[src/rtl/am2302_responder.sv]
// rtl/am2302_responder.sv - AM2302/DHT22 sensor-side responder: start detect, preamble, 40-bit frame.
// Optional AM2302_FAULT_INJECT_EN adds fault_inj, which inverts the transmitted checksum.
module am2302_responder #(
  parameter int START_MIN = 29520,
  parameter int GO_DLY    = 1107,
  parameter int RESP_LOW  = 2952,
  parameter int RESP_HIGH = 2952,
  parameter int BIT_LOW   = 1845,
  parameter int BIT0_HIGH = 959,
  parameter int BIT1_HIGH = 2583
) (
  input  logic        clk,
  input  logic        rst_n,
  input  logic        sda_in,
  output logic        sda_oe,
  input  logic [15:0] hum_in,
  input  logic [15:0] temp_in,
  input  logic        load,
`ifdef AM2302_FAULT_INJECT_EN
  input  logic        fault_inj,
`endif
  output logic        busy,
  output logic        frame_done,
  output logic        start_err,
  output logic [7:0]  frame_cnt
);

  typedef enum logic [2:0] {IDLE, HLOW, GO, RLOW, RHIGH, BLOW, BHIGH, ELOW} state_t;

  localparam logic [15:0] START_MIN_C = 16'(START_MIN);
  localparam logic [15:0] GO_END      = 16'(GO_DLY - 1);
  localparam logic [15:0] RLOW_END    = 16'(RESP_LOW - 1);
  localparam logic [15:0] RHIGH_END   = 16'(RESP_HIGH - 1);
  localparam logic [15:0] BLOW_END    = 16'(BIT_LOW - 1);
  localparam logic [15:0] B0_END      = 16'(BIT0_HIGH - 1);
  localparam logic [15:0] B1_END      = 16'(BIT1_HIGH - 1);

  state_t      state;
  logic [15:0] cnt;
  logic [5:0]  idx;
  logic [39:0] frame;
  logic [15:0] hum_sh, temp_sh;
  logic        sda_m, sda_s;

  // Load in the same cycle as start qualification must reach the frame, so bypass the shadows.
  logic [15:0] hum_nx, temp_nx;
  logic [7:0]  chk, chk_tx;
  logic [15:0] bhigh_end;

  always_comb begin
    hum_nx    = load ? hum_in : hum_sh;
    temp_nx   = load ? temp_in : temp_sh;
    chk       = hum_nx[15:8] + hum_nx[7:0] + temp_nx[15:8] + temp_nx[7:0];
`ifdef AM2302_FAULT_INJECT_EN
    chk_tx    = fault_inj ? ~chk : chk;
`else
    chk_tx    = chk;
`endif
    bhigh_end = frame[39] ? B1_END : B0_END;
  end

  // Synchroniser idles high so reset release never looks like a host start.
  always_ff @(posedge clk or negedge rst_n) begin
    if (!rst_n) begin
      sda_m   <= 1'b1;
      sda_s   <= 1'b1;
      hum_sh  <= '0;
      temp_sh <= '0;
    end else begin
      sda_m <= sda_in;
      sda_s <= sda_m;
      if (load) begin
        hum_sh  <= hum_in;
        temp_sh <= temp_in;
      end
    end
  end

  always_ff @(posedge clk or negedge rst_n) begin
    if (!rst_n) begin
      state      <= IDLE;
      cnt        <= '0;
      idx        <= '0;
      frame      <= '0;
      sda_oe     <= 1'b0;
      busy       <= 1'b0;
      frame_done <= 1'b0;
      start_err  <= 1'b0;
      frame_cnt  <= '0;
    end else begin
      frame_done <= 1'b0;
      start_err  <= 1'b0;
      case (state)
        IDLE: begin
          sda_oe <= 1'b0;
          if (!sda_s) begin
            state <= HLOW;
            cnt   <= '0;
          end
        end
        HLOW: begin
          if (sda_s) begin
            if (cnt >= START_MIN_C) begin
              state <= GO;
              cnt   <= '0;
              idx   <= 6'd39;
              frame <= {hum_nx, temp_nx, chk_tx};
              busy  <= 1'b1;
            end else begin
              state     <= IDLE;
              start_err <= 1'b1;
            end
          end else if (cnt != 16'hFFFF) begin
            cnt <= cnt + 16'd1;
          end
        end
        GO: begin
          if (cnt == GO_END) begin
            state  <= RLOW;
            sda_oe <= 1'b1;
            cnt    <= '0;
          end else cnt <= cnt + 16'd1;
        end
        RLOW: begin
          if (cnt == RLOW_END) begin
            state  <= RHIGH;
            sda_oe <= 1'b0;
            cnt    <= '0;
          end else cnt <= cnt + 16'd1;
        end
        RHIGH: begin
          if (cnt == RHIGH_END) begin
            state  <= BLOW;
            sda_oe <= 1'b1;
            cnt    <= '0;
          end else cnt <= cnt + 16'd1;
        end
        BLOW: begin
          if (cnt == BLOW_END) begin
            state  <= BHIGH;
            sda_oe <= 1'b0;
            cnt    <= '0;
          end else cnt <= cnt + 16'd1;
        end
        BHIGH: begin
          if (cnt == bhigh_end) begin
            state  <= (idx == 6'd0) ? ELOW : BLOW;
            sda_oe <= 1'b1;
            cnt    <= '0;
            idx    <= idx - 6'd1;
            frame  <= {frame[38:0], 1'b0};
          end else cnt <= cnt + 16'd1;
        end
        ELOW: begin
          if (cnt == BLOW_END) begin
            state      <= IDLE;
            sda_oe     <= 1'b0;
            cnt        <= '0;
            busy       <= 1'b0;
            frame_done <= 1'b1;
            frame_cnt  <= frame_cnt + 8'd1;
          end else cnt <= cnt + 16'd1;
        end
        default: begin
          state  <= IDLE;
          sda_oe <= 1'b0;
        end
      endcase
    end
  end

endmodule

[config.mk]
export PLATFORM = sky130hd
export DESIGN_NAME = am2302_responder
export DESIGN_NICKNAME = d
export VERILOG_FILES = /design/src/rtl/am2302_responder.sv
export SDC_FILE = /design/constraint.sdc
export NUM_CORES = 1
export LEC_CHECK = 0
export BUFFER_PORTS_ARGS = -buffer_cell sky130_fd_sc_hd__buf_2
export CAP_MARGIN = 25
export CORE_MARGIN = 2
export CORE_UTILIZATION = 60
export DETAILED_ROUTE_END_ITERATION = 16
export PLACE_DENSITY = 0.88
export REMOVE_ABC_BUFFERS = 1
export SLEW_MARGIN = 30
export SYNTH_ARGS = -nofsm -noshare
export SYNTH_HDL_FRONTEND = slang
export SYNTH_SLANG_ARGS = --single-unit
[constraint.sdc]
create_clock -name clk -period 4.29 [get_ports clk]
set_clock_uncertainty 0.1 [all_clocks]
set_input_delay 0.858 -clock clk [delete_from_list [all_inputs] [get_ports clk]]
set_output_delay 0.858 -clock clk [all_outputs]
set_load 0.03 [all_outputs]
# [After elaboration in Yosys (flattened, before gate mapping)]
# Cells that the tools add are included.
[totals] reg_bits=111 output_inout_bits=12 wordCells=102 in_bits=36
[classes] n_addsub=6 eq_ne=24 magnitude_cmp=1 reduce_logical=13 muxes=45
[ops] cell="$mux 16" n=10
[ops] cell="$mux 40" n=3
[ops] cell="$pmux 16 s6" n=1
[ops] cell="$pmux 40 s2" n=1
[ops] cell="$eq 16x11->1 const B" n=2
[ops] cell="$add 8x8->8" n=3
[ops] cell="$mux 3" n=8
[ops] cell="$pmux 3 s8" n=1
[ops] cell="$mux 6" n=3
[ops] cell="$ne 2x2->1 const B" n=9
[ops] cell="$add 16x1->16 const B" n=1
[ops] cell="$eq 16x12->1" n=1
[ops] cell="$eq 16x12->1 const B" n=1
[ops] cell="$ge 16x15->1 const B" n=1
[ops] cell="$ne 16x16->1 const B" n=1
[ops] cell="$eq 3x3->1 const B" n=4
[ops] cell="$mux 1" n=12
[ops] cell="$mux 12" n=1
[ops] cell="$pmux 6 s2" n=1
[ops] cell="$add 8x1->8 const B" n=1
[ops] cell="$reduce_and 4->1" n=2
[ops] cell="$reduce_and 8->1" n=1
[ops] cell="$eq 3x2->1 const B" n=2
[ops] cell="$logic_not 6->1" n=1
[ops] cell="14 further kinds" n=18

# [Logic depth before layout (Yosys ltp)]
[depth] depth_word=7 depth_mapped=16

# [Worst setup path after synthesis]
# No wires, ideal clock.
[synth_timing] path_type="input to register" from="input load" to="register frame[7]" setup_ns=0.122 required_time_ns=4.068 t_arrival_ns=4.943 setup_slack_ns=-0.876 stages=14 path_cell_list="clkbuf_1 > buf_1 > clkbuf_1 > mux2i_1 > fa_1 > fa_1 > inv_1 > ha_1 > nor2b_1 > o31a_1 > o21a_1 > or4b_2 > o21ai_0 > nor3_1"
[synth_via] elab_chain_len=7 elab_cells_between_ends=8 classes_between="add/sub: 3; mux: 5"
[synth_rtl] item="from (decl)" line="18" text="input logic load,"
[synth_rtl] item="$mux 16"
[synth_rtl] item="$add 8x8->8 (2 in a row)" line="53" text="chk = hum_nx[15:8] + hum_nx[7:0] + temp_nx[15:8] + temp_nx[7:0];"
[synth_rtl] item="$add 8x8->8 *" line="53"
[synth_rtl] item="$mux 40 *" line="103" text="if (cnt >= START_MIN_C) begin"
[synth_rtl] item="$mux 40 *" line="102" text="if (sda_s) begin"
[synth_rtl] item="$pmux 40 s2 *" line="93" text="case (state)"
[synth_rtl] item="to (signal assigned)" line="107" text="frame <= {hum_nx, temp_nx, chk_tx};"
[synth_rtl] item="to (signal assigned)" line="151" text="frame <= {frame[38:0], 1'b0};"
[synth_rtl] item="to (decl)" line="41" text="logic [39:0] frame;"
# Mark *: on every way between the ends. The rest lies on a longest branch, timed or not. The select of a mux whose other input is x is not followed.
# A chain may end at the register's enable or synchronous reset.

# [Worst setup path after layout]
# Ends and elaborated chain as after synthesis.

==> results_dict.tcl <==
set metrics [dict create \
    status "completed" \
    synthTopCellsByCount "109 x dfrtp_1, 64 x nor2_1, 62 x nand2_1" \
    critical_path.cell_chain "buf_2 -> buf_12 -> buf_12 -> mux2i_1 -> fa_1 -> fa_1 -> inv_1 -> ha_1 -> o21a_1 -> o31a_1 -> o21a_1 -> or4b_2 -> o21ai_0 -> nor3_1" \
    p_per_area_mw_per_mm2 346 \
    grt_overflow_total 0 \
    netlist_instances 622 \
    multi_input_area_mm2 0.00292 \
    synth_area_per_cell_um2 9.70 \
    final_antenna_net_count 0 \
    synth_top_area_share 0.452 \
    rsz0062_at_grt "false" \
    num_antenna_cells 0 \
    fin_crit_sh 0.961 \
    fin_cells 817 \
    gr-usage-all-layers 0.262 \
    grt_max_degree 78 \
    leakagePower_nw 3.15 \
    ir_worst_vdd_uv 178 \
    async_reset_ff_frac 1.00 \
    p_total_mw 2.35 \
    portBuffers 47 \
    min_period_ns 4.12 \
    die_y_um 104 \
    place.gp.congestion 0.891 \
    grt_pass1_vias 4906 \
    grt_pass1_wl_mm 23.0 \
    ys.flop_type "dfrtp_1" \
    yosysSeqAreaShare 0.461 \
    via_per_inst 5.92 \
    slowest_stage "or4b_2" \
    final_util 0.695 \
    setup_tns_ns 0 \
    drc_errors 0 \
    dr.first_iter.drc_count 298 \
    vias 4839 \
    synth_area_leaders "dfrtp_1 45%, mux2i_1 5.5%, a21oi_1 4.6%" \
    dpl.hpwl_mm 9.78 \
    finalHoldViolations 0 \
    clkLatencyLatePin_ns 0.38 \
    wl_per_cell_um 16.6 \
    die_w_um 104 \
    cts_setup_buffers 0 \
    synth.largest_area_cell "dfrtp_1" \
    register_area_mm2 0.00278 \
    start_util 0.617 \
    yosys_register_bits 111 \
    h-tree-depth 3 \
    io_pins 48 \
    synth-edff-count 0 \
    rows 36 \
    worstPathRequired_ns 4.46 \
    tightest_slew_ns 0.835 \
    cp-start-kind "input pin" \
    crit_path_end_kind "flop" \
    drtPass1Iterations 5 \
    finalMaxSlewViolations 0 \
    post_cts_resized 0 \
    die_area_mm2 0.0109 \
    routed_wl_mm 13.6 \
    cp_max_fo 15 \
    syn-cell-area_mm2 0.00603 \
    cap_violations 0 \
    yosys_warnings 0 \
    cts_tree "done" \
    ctsHoldBuffers 0 \
    cts_buffer_depth 2 \
    relSlewSlack 0.442 \
    root_buffer "clkbuf_8" \
    yosysMostFrequentCell "dfrtp_1" \
    drive_gt1_frac 0.203 \
    min_path_type "flop to flop" \
    antenna_found_initial 0 \
    synth_cell_types 77 \
    setup_violations 0 \
    worst-setup-path-type "input pin to flop" \
    fmaxAchievable_ghz 0.243 \
    clkTransAtPathRegs_ns 0.10 \
    dpl.cell_count 802 \
    worstPathArrival_ns 4.29 \
    cts_sinks 111 \
    cts_buffers 9 \
    coreArea_mm2 0.00977 \
    fillers 718 \
    syn2layout_area_growth_pct 12.6 \
    final_nets 742 \
    max_stage_delay_ns 0.61 \
]
-- layout by cell type (no fill, tap or decap), types with 14 or more instances in the layout --
cell       n
inv_1     48
nand3_1   14
buf_4     35
nand2_1   61
dfrtp_1  109
buf_2     46
o21ai_0   35
mux2i_1   27
a21oi_1   56
fa_1      14
nor2_1    64
-- worst max-delay path: cells and delay by family --
kind	cells	cell delay, ns
adder cells (fa/ha/maj)	3	1.31
AND/OR/NAND/NOR	2	0.68
AO/OA/AOI/OAI	4	0.67
buffers and inverters	4	0.44
multiplexers	1	0.35
-- metrics by stage --
step | cell area [um^2] | worst slack, ns | hold slack, ns
6_report | 6790 | 0.169 | 0.260
4_1_cts | 6770 | 0.165 | 0.262
5_1_grt | 6790 | 0.00318 | 0.268
2_1_floorplan | 5840 | -1.02 | 0.245
3_5_place_dp | 6590 | -0.253 | 0.249
3_3_place_gp | 6590 | -0.0777 | 0.247
-- cells by family after synthesis --
kind of cell	synth area share
muxes	0.0734
AOI/OAI and AO/OA	0.146
buffers and inverters	0.0610
DFF	0.461
and+or+nand+nor	0.166
adders and majority gates	0.0714
xor gates and xnor gates	0.0212
-- layout make-up --
| type | instances | area share |
|---|---|---|
| clock buffers | 11 | 0.0223 |
| clock inverters | 4 | 0.00442 |
| inverters | 48 | 0.0265 |
| multi-input cells | 425 | 0.430 |
| flip-flops and latches | 111 | 0.409 |
| well taps | 133 | 0.0245 |
| repair buffers | 85 | 0.0831 |
-- report_power, final --
part | internal [mW] | leakage, nW | switching [mW]
Combinational | 0.310 | 1.79 | 0.354
Clock | 0.242 | 0.0918 | 0.349
Sequential | 1.08 | 1.26 | 0.0164
Total | 1.63 | 3.15 | 0.719
-- path summary, 6_finish.rpt --
check / end / depth (start not counted) / from / slack [ns]
setup / recovery: frame[7] / 14 / load / 0.17
hold / removal: sda_s / 0 / sda_m / 0.26
setup reg to reg: frame[7] / 13 / temp_sh[1] / 0.61
hold reg to reg: sda_s / 0 / sda_m / 0.26
max in group asynchronous: sda_m / 2 / rst_n / 2.99
min in group asynchronous: frame[15] / 1 / rst_n / 0.38
-- flip-flops by register name, indices dropped and copies added (netlist names) --
signal	count
start_err	1
frame_cnt	8
idx	6
temp_sh	16
sda_oe	1
frame	40
sda_m	1
hum_sh	16
busy	1
state	3
cnt	16
sda_s	1
frame_done	1
-- layer usage --
layer	wire [um]	GRT usage	vias up
met2	7040	0.447	176
met4	361	0.104	0
met3	701	0.0432	27
met1	5490	0.334	2383
li1	-	-	2253
met5	0	0	-
(Power assumes the default switching activity.)
